===== src/rtl/mc_control_fsm_pkg.sv =====
// Shared encodings for the multicycle control unit: state enumeration,
// opcode/funct constants and the datapath mux/ALU control codes.
package mc_control_fsm_pkg;

    typedef enum logic [3:0] {
        ST_FETCH   = 4'd0,
        ST_DECODE  = 4'd1,
        ST_MEMADR  = 4'd2,
        ST_MEMRD   = 4'd3,
        ST_MEMWB   = 4'd4,
        ST_MEMWR   = 4'd5,
        ST_EXECUTE = 4'd6,
        ST_ALUWB   = 4'd7,
        ST_BRANCH  = 4'd8,
        ST_ADDIEX  = 4'd9,
        ST_ADDIWB  = 4'd10,
        ST_JUMP    = 4'd11
    } state_e;

    localparam logic [5:0] OP_RTYPE = 6'h00;
    localparam logic [5:0] OP_LW    = 6'h23;
    localparam logic [5:0] OP_SW    = 6'h2B;
    localparam logic [5:0] OP_BEQ   = 6'h04;
    localparam logic [5:0] OP_ADDI  = 6'h08;
    localparam logic [5:0] OP_J     = 6'h02;

    localparam logic [5:0] FN_ADD = 6'h20;
    localparam logic [5:0] FN_SUB = 6'h22;
    localparam logic [5:0] FN_AND = 6'h24;
    localparam logic [5:0] FN_OR  = 6'h25;
    localparam logic [5:0] FN_SLT = 6'h2A;

    localparam logic [2:0] ALU_ADD = 3'b010;
    localparam logic [2:0] ALU_SUB = 3'b110;
    localparam logic [2:0] ALU_AND = 3'b000;
    localparam logic [2:0] ALU_OR  = 3'b001;
    localparam logic [2:0] ALU_SLT = 3'b111;

    localparam logic [1:0] SRCB_B       = 2'b00;
    localparam logic [1:0] SRCB_FOUR    = 2'b01;
    localparam logic [1:0] SRCB_IMM     = 2'b10;
    localparam logic [1:0] SRCB_IMM_SH2 = 2'b11;

    localparam logic [1:0] PCSRC_ALU    = 2'b00;
    localparam logic [1:0] PCSRC_ALUOUT = 2'b01;
    localparam logic [1:0] PCSRC_JUMP   = 2'b10;

endpackage


===== src/rtl/mc_alu_decoder.sv =====
// ALU operation select: R-type funct decode in EXECUTE, subtract for the
// branch compare, add everywhere else; flags unsupported funct codes.
module mc_alu_decoder
    import mc_control_fsm_pkg::*;
(
    input  state_e     state,
    input  logic [5:0] funct,
    output logic [2:0] alu_ctl,
    output logic       funct_illegal
);

    always_comb begin
        alu_ctl       = ALU_ADD;
        funct_illegal = 1'b0;
        case (state)
            ST_EXECUTE: begin
                case (funct)
                    FN_ADD:  alu_ctl = ALU_ADD;
                    FN_SUB:  alu_ctl = ALU_SUB;
                    FN_AND:  alu_ctl = ALU_AND;
                    FN_OR:   alu_ctl = ALU_OR;
                    FN_SLT:  alu_ctl = ALU_SLT;
                    default: funct_illegal = 1'b1;
                endcase
            end
            ST_BRANCH: alu_ctl = ALU_SUB;
            default:   alu_ctl = ALU_ADD;
        endcase
    end

endmodule


===== src/rtl/mc_control_fsm.sv =====
// Multicycle Moore control FSM: sequences fetch/decode/execute/memory/writeback,
// handshakes with memory via MemReady and counts retired instructions.
module mc_control_fsm
    import mc_control_fsm_pkg::*;
#(
    parameter int CNT_W = 32
) (
    input  logic             CLK,
    input  logic             RST,
    input  logic [5:0]       Opcode,
    input  logic [5:0]       Funct,
    input  logic             Zero,
    input  logic             MemReady,
    output logic             PCWE,
    output logic             IorD,
    output logic             MemWE,
    output logic             MemReq,
    output logic             IRWE,
    output logic             RegDst,
    output logic             MemtoReg,
    output logic             RFWE,
    output logic             ALUSrcA,
    output logic [1:0]       ALUSrcB,
    output logic [2:0]       ALUCtl,
    output logic [1:0]       PCSrc,
    output logic [3:0]       State,
    output logic [CNT_W-1:0] RetireCnt,
    output logic             IllegalOp
);

    state_e           state_q, state_d;
    logic [CNT_W-1:0] retire_cnt_q, retire_cnt_d;
    logic             retire;
    logic [2:0]       alu_ctl;
    logic             funct_illegal;

    mc_alu_decoder u_alu_decoder (
        .state         (state_q),
        .funct         (Funct),
        .alu_ctl       (alu_ctl),
        .funct_illegal (funct_illegal)
    );

    always_ff @(posedge CLK) begin
        if (RST) begin
            state_q      <= ST_FETCH;
            retire_cnt_q <= '0;
        end else begin
            state_q      <= state_d;
            retire_cnt_q <= retire_cnt_d;
        end
    end

    always_comb begin
        state_d   = state_q;
        retire    = 1'b0;
        PCWE      = 1'b0;
        IorD      = 1'b0;
        MemWE     = 1'b0;
        MemReq    = 1'b0;
        IRWE      = 1'b0;
        RegDst    = 1'b0;
        MemtoReg  = 1'b0;
        RFWE      = 1'b0;
        ALUSrcA   = 1'b0;
        ALUSrcB   = SRCB_B;
        PCSrc     = PCSRC_ALU;
        IllegalOp = 1'b0;
        ALUCtl    = alu_ctl;

        case (state_q)
            ST_FETCH: begin
                MemReq  = 1'b1;
                ALUSrcB = SRCB_FOUR;
                if (MemReady) begin
                    IRWE    = 1'b1;
                    PCWE    = 1'b1;
                    state_d = ST_DECODE;
                end
            end
            ST_DECODE: begin
                // Branch target is precomputed here so BRANCH can use ALUOut.
                ALUSrcB = SRCB_IMM_SH2;
                case (Opcode)
                    OP_LW, OP_SW: state_d = ST_MEMADR;
                    OP_RTYPE:     state_d = ST_EXECUTE;
                    OP_BEQ:       state_d = ST_BRANCH;
                    OP_ADDI:      state_d = ST_ADDIEX;
                    OP_J:         state_d = ST_JUMP;
                    default: begin
                        IllegalOp = 1'b1;
                        state_d   = ST_FETCH;
                    end
                endcase
            end
            ST_MEMADR: begin
                ALUSrcA = 1'b1;
                ALUSrcB = SRCB_IMM;
                state_d = (Opcode == OP_SW) ? ST_MEMWR : ST_MEMRD;
            end
            ST_MEMRD: begin
                MemReq = 1'b1;
                IorD   = 1'b1;
                if (MemReady) begin
                    state_d = ST_MEMWB;
                end
            end
            ST_MEMWB: begin
                RFWE     = 1'b1;
                MemtoReg = 1'b1;
                retire   = 1'b1;
                state_d  = ST_FETCH;
            end
            ST_MEMWR: begin
                MemReq = 1'b1;
                IorD   = 1'b1;
                MemWE  = 1'b1;
                if (MemReady) begin
                    retire  = 1'b1;
                    state_d = ST_FETCH;
                end
            end
            ST_EXECUTE: begin
                ALUSrcA = 1'b1;
                if (funct_illegal) begin
                    IllegalOp = 1'b1;
                    state_d   = ST_FETCH;
                end else begin
                    state_d = ST_ALUWB;
                end
            end
            ST_ALUWB: begin
                RFWE    = 1'b1;
                RegDst  = 1'b1;
                retire  = 1'b1;
                state_d = ST_FETCH;
            end
            ST_BRANCH: begin
                ALUSrcA = 1'b1;
                PCSrc   = PCSRC_ALUOUT;
                PCWE    = Zero;
                retire  = 1'b1;
                state_d = ST_FETCH;
            end
            ST_ADDIEX: begin
                ALUSrcA = 1'b1;
                ALUSrcB = SRCB_IMM;
                state_d = ST_ADDIWB;
            end
            ST_ADDIWB: begin
                RFWE    = 1'b1;
                retire  = 1'b1;
                state_d = ST_FETCH;
            end
            ST_JUMP: begin
                PCSrc   = PCSRC_JUMP;
                PCWE    = 1'b1;
                retire  = 1'b1;
                state_d = ST_FETCH;
            end
            default: state_d = ST_FETCH;
        endcase

        retire_cnt_d = retire ? retire_cnt_q + CNT_W'(1) : retire_cnt_q;

        // Reset overrides everything so an in-flight write is dropped this cycle.
        if (RST) begin
            PCWE      = 1'b0;
            IorD      = 1'b0;
            MemWE     = 1'b0;
            MemReq    = 1'b0;
            IRWE      = 1'b0;
            RegDst    = 1'b0;
            MemtoReg  = 1'b0;
            RFWE      = 1'b0;
            ALUSrcA   = 1'b0;
            ALUSrcB   = 2'b00;
            ALUCtl    = 3'b000;
            PCSrc     = 2'b00;
            IllegalOp = 1'b0;
        end
    end

    assign State     = RST ? 4'd0 : state_q;
    assign RetireCnt = RST ? '0 : retire_cnt_q;

endmodule


===== config.mk =====
export PLATFORM = sky130hd
export DESIGN_NAME = mc_control_fsm
export DESIGN_NICKNAME = d
export VERILOG_FILES = /design/src/rtl/mc_control_fsm_pkg.sv /design/src/rtl/mc_alu_decoder.sv /design/src/rtl/mc_control_fsm.sv
export SDC_FILE = /design/constraint.sdc
export NUM_CORES = 1
export LEC_CHECK = 0
export BUFFER_PORTS_ARGS = -buffer_cell sky130_fd_sc_hd__buf_2
export CAP_MARGIN = 20
export CORE_ASPECT_RATIO = 0.9
export CORE_MARGIN = 1
export CORE_UTILIZATION = 41
export CTS_CLUSTER_DIAMETER = 100
export DETAILED_ROUTE_END_ITERATION = 8
export PLACE_DENSITY = 0.66
export SLEW_MARGIN = 20
export SYNTH_ARGS = -nofsm -noshare
export SYNTH_HDL_FRONTEND = slang
export SYNTH_SLANG_ARGS = --single-unit

===== constraint.sdc =====
create_clock -name CLK -period 2.5 [get_ports CLK]
set_clock_uncertainty 0.15 [all_clocks]
set_input_delay 0.625 -clock CLK [delete_from_list [all_inputs] [get_ports CLK]]
set_output_delay 0.625 -clock CLK [all_outputs]
set_load 0.05 [all_outputs]

# Word level (Yosys, flattened, before mapping)
# Index checks and enable logic that the tools add are counted.
# word_totals
output_inout_bits,53
memories,0
latch_bits,0
inputBits,16
rom_bits,0
register_bits,36
ram_bits,0
# op_classes
n_div,0
order_cmp,0
eq_ne,24
bitwise_logic,0
add_sub_neg,1
n_mul,0
reduce_logical,12
n_mux,42
n_shift,0
# ops
op,count
$eq 6x6->1 const B,7
$add 32x1->32 const B,1
$mux 32,1
$pmux 4 s7,1
$mux 1,23
$pmux 4 s5,1
$eq 4x3->1 const B,4
$eq 4x4->1 const B,4
$mux 4,4
$pmux 3 s4,1
$reduce_or 5->1,2
$mux 3,3
$eq 4x2->1 const B,2
$eq 6x2->1 const B,1
$eq 6x3->1 const B,1
$eq 6x4->1 const B,1
$logic_not 6->1,1
$ne 2x2->1 const B,3
$pmux 2 s3,1
$pmux 3 s2,1
$reduce_or 2->1,3
$reduce_or 3->1,2
$reduce_or 6->1,1
$eq 4x1->1 const B,1
7 further kinds,9

# Depth between registers and ports, before layout
# Gate-level depths: netlist (run 1).
# logic_depth
ltp_word,7
depth_mapped,7

# Modules after synthesis
# A second synthesis (run 1) with hierarchy kept.
# unflattened
cells_unflattened,341
hier_area_um2,2620.0
# by_module_without_submodules
mod,seq_area_each_um2,cells_per_inst,n_inst,area_each_um2
mc_control_fsm,720.7,327,1,2487.4
mc_alu_decoder,0.0,14,1,132.6

# Worst setup path after synthesis (run 1)
# OpenSTA, ideal clock, no wires.
# synth_path
path_type,input -> output
startpoint,in RST
endpoint,out IllegalOp
required_time_ps,1725
stages,4
setup_slack_ps,-1114
arrival_time_ps,2839
cell_sequence,clkbuf_1 > nor2b_1 > nand4b_1 > o21ai_0
# synth_via
elab_chain_cells,1
# synth_lines
item,line_no,text
start: declaration,mc_control_fsm.sv:9,"input logic RST,"
$mux 1,mc_control_fsm.sv:167,if (RST) begin
end: declaration,mc_control_fsm.sv:28,output logic IllegalOp
# No other way between the ends.

# Worst setup path in the final report (run 1)
# layout_path
startpoint,reg state_q[1]
endpoint,out PCWE
# layout_via
elab_chain_cells,3
elab_cells_between_ends,5
cone_classes,2 x eq/ne; 2 x mux; 1 x reduce/logical
# layout_lines
item,line_no,text
start: declaration,mc_control_fsm.sv:31,"state_e state_q, state_d;"
start signal: assignment,mc_control_fsm.sv:49,state_q <= state_d;
$eq 4x4->1 / $logic_not 4->1 (equally long branches),mc_control_fsm.sv:71,case (state_q)
$pmux 1 s3 *,mc_control_fsm.sv:71,
$mux 1 *,mc_control_fsm.sv:167,
end: declaration,mc_control_fsm.sv:14,"output logic PCWE,"
# Mark *: on every way between the ends. The rest lies on a longest branch, timed or not.

==> results.py, run 1 <==
metrics = {
    "pwr": {
        "powerDensity_nw_per_um2": 373,
        "swShare_pct": 28.3,
        "power_switching_mw": 0.343,
        "internal_power_mw": 0.871,
        "finalPower_mw": 1.21,
        "p_leak_nw": 1.30,
        "pwr-share-seq_pct": 47.9,
        "power_frac_clock_pct": 35.7,
        "peakVddDrop_v": 0.000274,
        "combPwrFrac_pct": 16.4,
    },
    "critical_path": {
        "cp_max_fo": 10,
        "crit_chain": "nor3_1 > buf_4 > and3_2 > or2_2 > buf_2",
        "path_depth": 5,
        "path_class": "reg2out",
        "required_ns": 1.73,
        "cp-end-kind": "primary output",
        "start_kind": "flop",
        "slowest_delay_ns": 0.46,
        "worst-path-buf-inv": 2,
        "crit_slowest_cell": "dfxtp_2",
        "reg2regPathDepth": 5,
        "arrival_ns": 1.67,
        "critical-path-top-delay-family": "simple AND/OR/NAND/NOR gates",
    },
    "worst_hold_path": {
        "hp-class": "reg2reg",
        "hold_depth": 2,
    },
    "placement": {
        "place_inst": 461,
        "dp_hpwl_um": 4560,
        "gp_congestion": 0.887,
        "pre_cts_slack_ns": 0.0284,
        "io_buffers": 68,
    },
    "timing": {
        "relSlewSlack_pct": 70.9,
        "final_max_slew_viol_count": 0,
        "timing.final.ws_setup_ns": 0.0576,
        "fin_crit_sh_pct": 97.7,
        "timing.hold.ws_ns": 0.356,
        "tightest_slew_ns": 0.432,
        "setup_viol_count_final": 0,
        "hold_violations": 0,
        "rsz0062_at_grt": "false",
        "fin_crit_ns": 2.44,
        "fmax_mhz": 409,
    },
    "routing": {
        "vias": 2538,
        "met3WireLength_um": 228,
        "drt_pass1_iterations": 4,
        "highest_layer": "met4",
        "drc": 0,
        "wirelength_um": 6050,
        "drt-met1-wl_um": 3040,
        "vias_per_cell": 5.41,
        "wl_met2_um": 2730,
        "drtIter0Drc": 63,
        "ant_nets": 0,
        "wl_per_cell_um": 12.9,
    },
    "global_route": {
        "grt_start_max_net_pins": 33,
        "antenna_found_initial": 0,
        "overflow": 0,
        "grt_pass1_wl_um": 10000,
        "grt_pass1_vias": 2207,
        "track_usage_pct": 21.4,
    },
    "synthesis": {
        "synth_cells": 318,
        "async_flop_share_pct": 0,
        "ys_ff_latch": 36,
        "synth-seq-area-share_pct": 30.8,
        "yosysWarnings": 0,
        "avgSynthCellArea_sq_um": 7.35,
        "ys_types": 48,
        "synth_edf_count": 0,
        "ys.flop_type": "dfxtp_1",
        "yosysTopAreaCellShare_pct": 30.8,
        "yosys.area.top_type": "dfxtp_1",
        "synth_top_cells_by_area": "dfxtp_1 31%, nor2b_1 9.4%, nor2_1 6.7%, xor2_1 4.5%, a21oi_1 4.3%",
        "syn_nets": 335,
        "mappedNetlistArea_sq_um": 2340,
    },
    "clock_tree": {
        "cts_tree": "yes",
        "postCtsHoldBufs": 0,
        "clockRootBuffer": "clkbuf_8",
        "ctsLongestPathBuffers": 2,
        "insertion_delay_ns": 0.29,
        "clk_pin_slew_worst_paths_ns": 0.07,
        "htreeDepth": 2,
        "post_cts_buffers": 0,
        "clock_sinks": 36,
        "cts_buffers": 5,
    },
    "floorplanning": {
        "dieArea_sq_um": 6010,
        "start_util_pct": 43.4,
        "rows": 25,
        "die_h_um": 73.6,
        "ioPinCount": 69,
        "coreArea_sq_um": 5380,
        "chipWidth_um": 81.6,
    },
    "final_layout": {
        "n_fill_cell": 518,
        "areaGrowthSynthToFinish_pct": 39.1,
        "drive_gt1_share_pct": 39.3,
        "stdcell_count": 469,
        "num-nets-final": 418,
        "n_antenna_cell": 0,
    },
    "run_status": {
        "outcome": "completed",
    },
    "flow_run": {
        "drv_cap": 0,
    },
}
-- kinds of logic (layout without fill, tap and decap cells) --
logic type,after synthesis,count (layout),share of synthesized area [%]
buffers and inverters,23,107,4.01
flip-flops,36,36,30.8
AO/OA/AOI/OAI,53,53,14.0
XOR/XNOR,17,17,6.37
AND/OR/NAND/NOR,184,184,42.4
adder cells (fa/ha/maj),1,1,0.535
multiplexers,4,4,1.87
-- through the flow --
step | area [sq um] | TNS (ns) | utilization [%]
after CTS | 3220 | 0 | 59.8
final | 3250 | 0 | 60.4
after global placement | 3120 | 0 | 58.0
after global routing | 3250 | 0 | 60.4
after floorplan | 2590 | -0.367 | -
after detailed placement | 3120 | 0 | 58.0
-- metal layers --
| metal | GRT usage [%] | vias to the layer above |
|---|---|---|
| li1 | - | 1293 |
| met1 | 28.4 | 1184 |
| met2 | 35.1 | 55 |
| met3 | 4.60 | 6 |
| met4 | 5.46 | 0 |
| met5 | 0 | - |
-- power by group through the flow --
stage | Clock [mW] | Combinational [mW] | Sequential, mW
floorplan | 0 | 0.139 | 0.591
detailed placement | 0 | 0.196 | 0.595
global placement | 0 | 0.194 | 0.595
CTS | 0.441 | 0.196 | 0.582
finish | 0.433 | 0.199 | 0.582
global route | 0.469 | 0.214 | 0.583
-- area by class of cell --
| class | instances | area, sq um | share of cell area (%) |
|---|---|---|---|
| multi-input combinational | 259 | 1740 | 53.5 |
| sequential | 36 | 723 | 22.2 |
| timing repair buffer | 94 | 594 | 18.3 |
| tap | 67 | 83.8 | 2.58 |
| clock buffer | 6 | 82.6 | 2.54 |
| inverter | 5 | 18.8 | 0.577 |
| clock inverter | 2 | 10.0 | 0.308 |
-- sequential cells by signal, indices dropped and copies added (netlist names) --
register	cells
retire_cnt_q	32
state_q	4
-- cell usage in the layout (no fill, tap or decap), types with 14 or more instances in the layout --
master / n
buf_2: 64
dfxtp_1: 34
nor2_1: 33
buf_4: 23
nor2b_2: 21
a21oi_1: 20
nand2_1: 19
nand3_1: 16
o21ai_0: 14
or3_1: 14
-- path summary, 6_finish.rpt --
kind                                   end  slack (ns)                          start
min reg2reg  retire_cnt_q[25]$_SDFFE_PP0P_        0.36  retire_cnt_q[25]$_SDFFE_PP0P_
max reg2reg  retire_cnt_q[29]$_SDFFE_PP0P_        0.22        state_q[3]$_SDFFE_PP0P_
min          retire_cnt_q[25]$_SDFFE_PP0P_        0.36  retire_cnt_q[25]$_SDFFE_PP0P_
max                                   PCWE        0.06        state_q[1]$_SDFFE_PP0P_
-- timing repair --
action / 4_1_cts / 5_1_grt
pin swaps: 0 / 0
gates resized for setup: 4 / 9
setup endpoints to repair: 9 / 5
-- tightest hold or removal path: stages, from the launching register on --
cell,delay [ns]
dfxtp_1,0.33
o21ai_0,0.07
a21oi_1,0.06
-- cells in the mapped netlist, types with 2 or more instances --
cell type / number
nand4_1: 12
dfxtp_1: 36
o21ai_0: 15
mux2_2: 2
nor4_1: 6
nor2_1: 42
clkbuf_1: 16
inv_1: 5
and3_1: 11
o21ai_1: 3
xor2_1: 12
nor2b_1: 35
xnor2_1: 5
a21oi_1: 20
nor3b_1: 3
nor3_1: 10
or3_1: 14
nand3_1: 17
nand2b_1: 5
o32ai_1: 2
nand2_1: 19
or2_2: 2
Note: power is estimated with default switching activity, not from simulation.
==> inputs of run 2 (changes only) <==
- clock period: 2.5 -> 2.56 ns (I/O delays scaled with it)
==> run 2 against run 1 <==
  * Sequential power shrank 2%
  * Die area did not move
  * Final area decreased by 1.8%
  * Critical path depth rose by 2
  * Combinational power down 6%
  * Hold slack got worse by 0.012 ns
==> results.py, run 2 (synthesis gave the netlist of run 1 again) <==
metrics = {
    "critical_path": {
        "worst-path-buf-inv": 3,
        "cp-end-kind": "primary output",
        "crit_chain": "buf_2 > xor2_1 > o21ai_0 > nor4_1 > buf_4 > o21ai_2 > buf_2",
        "required_ns": 1.77,
        "arrival_ns": 1.67,
        "path_class": "in2out",
        "slowest_delay_ns": 0.26,
        "cpMostUsedCell": "buf_2",
        "start_kind": "input pin",
        "critical-path-top-delay-family": "buffers and inverters",
        "cp_max_fo": 7,
        "crit_slowest_cell": "buf_2",
    },
    "floorplanning": {
        "chipWidth_um": 81.6,
        "ioPinCount": 69,
        "start_util_pct": 43.4,
        "coreArea_sq_um": 5380,
        "dieArea_sq_um": 6010,
        "die_h_um": 73.6,
        "rows": 25,
    },
    "final_layout": {
        "areaGrowthSynthToFinish_pct": 36.6,
        "final_common_cell": "buf_2",
        "largest_reg_flops": 32,
        "num-nets-final": 416,
        "n_antenna_cell": 0,
        "fin_util_pct": 59.3,
        "largest-register": "retire_cnt_q",
        "final_cell_mix": "63 x buf_2, 34 x dfxtp_1, 33 x nor2_1",
        "drive_gt1_share_pct": 38.3,
        "n_fill_cell": 506,
        "final_cell_area_sq_um": 3190,
        "reg_top3": "retire_cnt_q (32), state_q (4)",
    },
    "routing": {
        "drt_pass1_iterations": 4,
        "vias_per_cell": 5.40,
        "wirelength_um": 6080,
        "ant_nets": 0,
        "drtIter0Drc": 113,
        "vias": 2518,
        "drc": 0,
        "wl_per_cell_um": 13.1,
    },
    "timing": {
        "final_max_slew_viol_count": 0,
        "setup_viol_count_final": 0,
        "fin_crit_ns": 2.46,
        "fin_crit_sh_pct": 96.0,
        "rsz0062_at_grt": "false",
        "timing.hold.ws_ns": 0.344,
        "fmax_mhz": 407,
        "tightest_slew_ns": 0.413,
        "relSlewSlack_pct": 72.4,
        "setup-tns-final_ns": 0,
        "hold_violations": 0,
    },
    "clock_tree": {
        "clock_sinks": 36,
        "clk_pin_slew_worst_paths_ns": 0.07,
        "cts_buffers": 5,
        "clockRootBuffer": "clkbuf_8",
        "postCtsHoldBufs": 0,
        "ctsLongestPathBuffers": 2,
        "htreeDepth": 2,
        "cts_tree": "yes",
        "insertion_delay_ns": 0.28,
    },
    "global_route": {
        "antenna_found_initial": 0,
        "grt_pass1_vias": 2241,
        "overflow": 0,
        "grt_pass1_wl_um": 10300,
        "grt_start_max_net_pins": 45,
        "track_usage_pct": 22.1,
    },
    "pwr": {
        "powerDensity_nw_per_um2": 355,
        "finalPower_mw": 1.13,
        "peakVddDrop_v": 0.000277,
        "p_leak_nw": 1.27,
    },
    "run_status": {
        "outcome": "completed",
    },
    "placement": {
        "gp_congestion": 0.850,
        "dp_hpwl_um": 4600,
        "dpl_cell_area_sq_um": 3080,
        "io_buffers": 68,
    },
    "flow_run": {
        "drv_cap": 0,
    },
    "worst_hold_path": {
        "hp-class": "reg2reg",
    },
}
[run 2: what timing repair did]
action | 4_1_cts | 5_1_grt
cloned | 0 | 0
setup buffers | 0 | 0
setup endpoints to repair | 4 | 10
resized for setup | 4 | 8
[run 2: worst register-to-register path, delay by kind of cell (launching register included)]
family	cells	cell delay (ns)
flip-flops	1	0.54
AO/OA/AOI/OAI	2	0.39
AND/OR/NAND/NOR	3	0.57
buffers and inverters	3	0.60
[run 2: path summary, 6_finish.rpt]
| kind | startpoint | to | slack [ns] | cells after the start |
|---|---|---|---|---|
| worst min-delay path | retire_cnt_q[25]$_SDFFE_PP0P_ | retire_cnt_q[25]$_SDFFE_PP0P_ | 0.34 | 2 |
| worst min register to register | retire_cnt_q[25]$_SDFFE_PP0P_ | retire_cnt_q[25]$_SDFFE_PP0P_ | 0.34 | 2 |
| worst max register to register | state_q[2]$_SDFFE_PP0P_ | retire_cnt_q[28]$_SDFFE_PP0P_ | 0.24 | 8 |
| worst max-delay path | Opcode[3] | IllegalOp | 0.10 | 7 |
[run 2: final cells by class]
cell class | count | area, sq um | area share [%]
repair buffers | 92 | 562 | 17.6
inverters | 5 | 18.8 | 0.588
flip-flops and latches | 36 | 726 | 22.7
clock inverters | 1 | 5.00 | 0.157
clock buffers | 6 | 72.6 | 2.27
multi-input cells | 259 | 1730 | 54.0
well taps | 67 | 83.8 | 2.63
[run 2: layer usage]
layer / track usage, % / up-vias / part of all wire [%]
li1: - / 1292 / -
met1: 31.1 / 1145 / 49
met2: 34.2 / 75 / 44
met3: 4.22 / 6 / 6.0
met5: 0 / - / 0
met4: 6.43 / 0 / 1.2
[run 2: power breakdown]
part / switching [mW] / internal, mW
Sequential: 0.00675 / 0.562
Clock: 0.193 / 0.185
Combinational: 0.120 / 0.0668
[run 2: stage by stage]
step | instances | worst slack, ns
5_1_grt | 466 | 0.00399
6_report | 466 | 0.103
3_5_place_dp | 459 | 0.0122
2_1_floorplan | 318 | -0.0334
3_3_place_gp | 459 | 0.0690
4_1_cts | 466 | 0.00633
==> inputs of run 3 (changes only) <==
- PLACE_DENSITY: 0.66 -> 0.75
- clock period: 2.56 -> 2.2 ns (I/O delays scaled with it)
==> run 3 against run 2 <==
  * The flow now finishes with violations (negative setup slack)
  * Register-to-register slack worse by 0.18 ns
  * First-iteration DRC count up 58%
  * Core utilization up 13 points
  * Flip-flop and latch count unchanged
  * Combinational power up 56%
  * Worst setup slack worse by 0.18 ns
  * Sequential power up 16%
  * Routed wire length up 23%
  * Power up 35%
  * Clock power up 53%
  * Critical path depth down 1
  * Final area up 22%
  * Largest cell class unchanged
==> results.py, run 3 (synthesis gave the netlist of run 1 again) <==
metrics = {
    "run_status": {
        "outcome": "complete, but fails checks",
        "violations": "negative setup slack",
    },
    "critical_path": {
        "crit_chain": "buf_6 > nand2b_4 > nor2_4 > nand3_4 > o32ai_4 > buf_6",
        "required_ns": 1.50,
        "worst-path-buf-inv": 2,
        "cp_max_fo": 5,
        "slowest_delay_ns": 0.39,
        "path_class": "reg2out",
        "critical-path-top-delay-family": "flip-flops",
        "reg2reg_slack_ns": 0.06,
        "cp-end-kind": "primary output",
        "start_kind": "flop",
        "arrival_ns": 1.58,
        "cpMostUsedCell": "buf_6",
        "crit_slowest_cell": "dfxtp_4",
    },
    "final_layout": {
        "n_fill_cell": 390,
        "final_cell_mix": "56 x buf_4, 52 x buf_2, 32 x dfxtp_1",
        "drive_gt1_share_pct": 49.0,
        "largest-register": "retire_cnt_q",
        "largest_reg_flops": 32,
        "final_common_cell": "buf_4",
        "n_antenna_cell": 0,
        "multi_input_area_sq_um": 1980,
        "regArea_sq_um": 733,
        "stdcell_count": 506,
        "num-nets-final": 455,
        "fin_util_pct": 72.6,
        "reg_top3": "retire_cnt_q (32), state_q (4)",
        "areaGrowthSynthToFinish_pct": 67.0,
    },
    "global_route": {
        "track_usage_pct": 24.4,
        "antenna_found_initial": 0,
        "grt_start_max_net_pins": 21,
        "overflow": 0,
        "grt_pass1_wl_um": 11400,
        "grt_pass1_vias": 2486,
    },
    "clock_tree": {
        "clk_pin_slew_worst_paths_ns": 0.08,
        "clockRootBuffer": "clkbuf_8",
        "ctsLongestPathBuffers": 2,
        "cts_tree": "yes",
        "clock_sinks": 36,
        "htreeDepth": 2,
        "insertion_delay_ns": 0.30,
        "cts_buffers": 5,
    },
    "pwr": {
        "peakVddDrop_v": 0.000451,
        "p_leak_nw": 1.55,
        "powerDensity_nw_per_um2": 392,
    },
    "routing": {
        "drtIter0Drc": 179,
        "vias_per_cell": 5.62,
        "vias": 2846,
        "wl_per_cell_um": 14.8,
        "ant_nets": 0,
        "drc": 0,
        "wirelength_um": 7490,
        "drt_pass1_iterations": 4,
    },
    "floorplanning": {
        "die_h_um": 73.6,
        "coreArea_sq_um": 5380,
        "start_util_pct": 43.4,
        "dieArea_sq_um": 6010,
        "rows": 25,
        "chipWidth_um": 81.6,
        "ioPinCount": 69,
    },
    "placement": {
        "dp_hpwl_um": 5180,
        "pre_cts_slack_ns": -0.124,
        "io_buffers": 68,
        "place_inst": 489,
        "gp_congestion": 0.896,
    },
    "timing": {
        "setup-tns-final_ns": -0.194,
        "final_max_slew_viol_count": 0,
        "timing.final.ws_setup_ns": -0.0754,
        "relSlewSlack_pct": 65.2,
        "hold_violations": 0,
        "fin_crit_ns": 2.28,
        "setup_viol_count_final": 5,
        "rsz0062_at_grt": "true",
        "tightest_slew_ns": 0.520,
        "fmax_mhz": 439,
        "timing.hold.ws_ns": 0.351,
        "fin_crit_sh_pct": 103,
    },
    "worst_hold_path": {
        "hp-class": "reg2reg",
    },
    "flow_run": {
        "drv_cap": 0,
    },
}
==> run 3: worst register-to-register path, stage by stage (launching register included) <==
cell      delay, ns
dfxtp_4        0.36
nand2b_2       0.20
buf_6          0.15
o32ai_4        0.36
nand3_2        0.19
or4_1          0.47
a21oi_1        0.20
==> run 3: repair_timing <==
action	4_1_cts	5_1_grt
pin swaps	1	3
cloned	0	1
hold buffers	0	0
setup endpoints to repair	18	18
gates resized for setup	36	18
buffers inserted	0	8
==> run 3: routing by layer <==
metal	share of wire (%)	global-route usage, %	up-vias
li1	-	-	1369
met1	42	30.7	1359
met2	50	41.6	99
met3	6.3	5.22	19
met4	1.8	7.21	0
met5	0	0	-
==> run 3: worst paths after layout <==
check,startpoint,end,depth (start not counted)
worst max-delay path,state_q[1]$_SDFFE_PP0P_,ALUCtl[2],6
worst min-delay path,retire_cnt_q[25]$_SDFFE_PP0P_,retire_cnt_q[25]$_SDFFE_PP0P_,2
worst max register to register,state_q[3]$_SDFFE_PP0P_,retire_cnt_q[30]$_SDFFE_PP0P_,6
worst min register to register,retire_cnt_q[25]$_SDFFE_PP0P_,retire_cnt_q[25]$_SDFFE_PP0P_,2
==> run 3: layout make-up <==
class                      count  area share, %
inverter                       5          0.481
clock inverter                 2          0.897
clock buffer                   6           1.86
multi-input combinational    259           50.6
timing repair buffer         131           25.2
sequential                    36           18.8
tap                           67           2.15
==> run 3: per-stage QoR <==
step,area (sq um),total power [mW]
floorplan,2790,0.850
global placement,3530,0.931
detailed placement,3530,0.937
CTS,3760,1.53
global route,3900,1.59
finish,3900,1.53
==> run 3: power breakdown <==
group | internal (mW) | switching (mW) | total (mW) | leakage (nW)
sequential | 0.652 | 0.00732 | 0.660 | 0.293
clock | 0.336 | 0.243 | 0.580 | 0.0552
combinational | 0.117 | 0.174 | 0.291 | 1.20
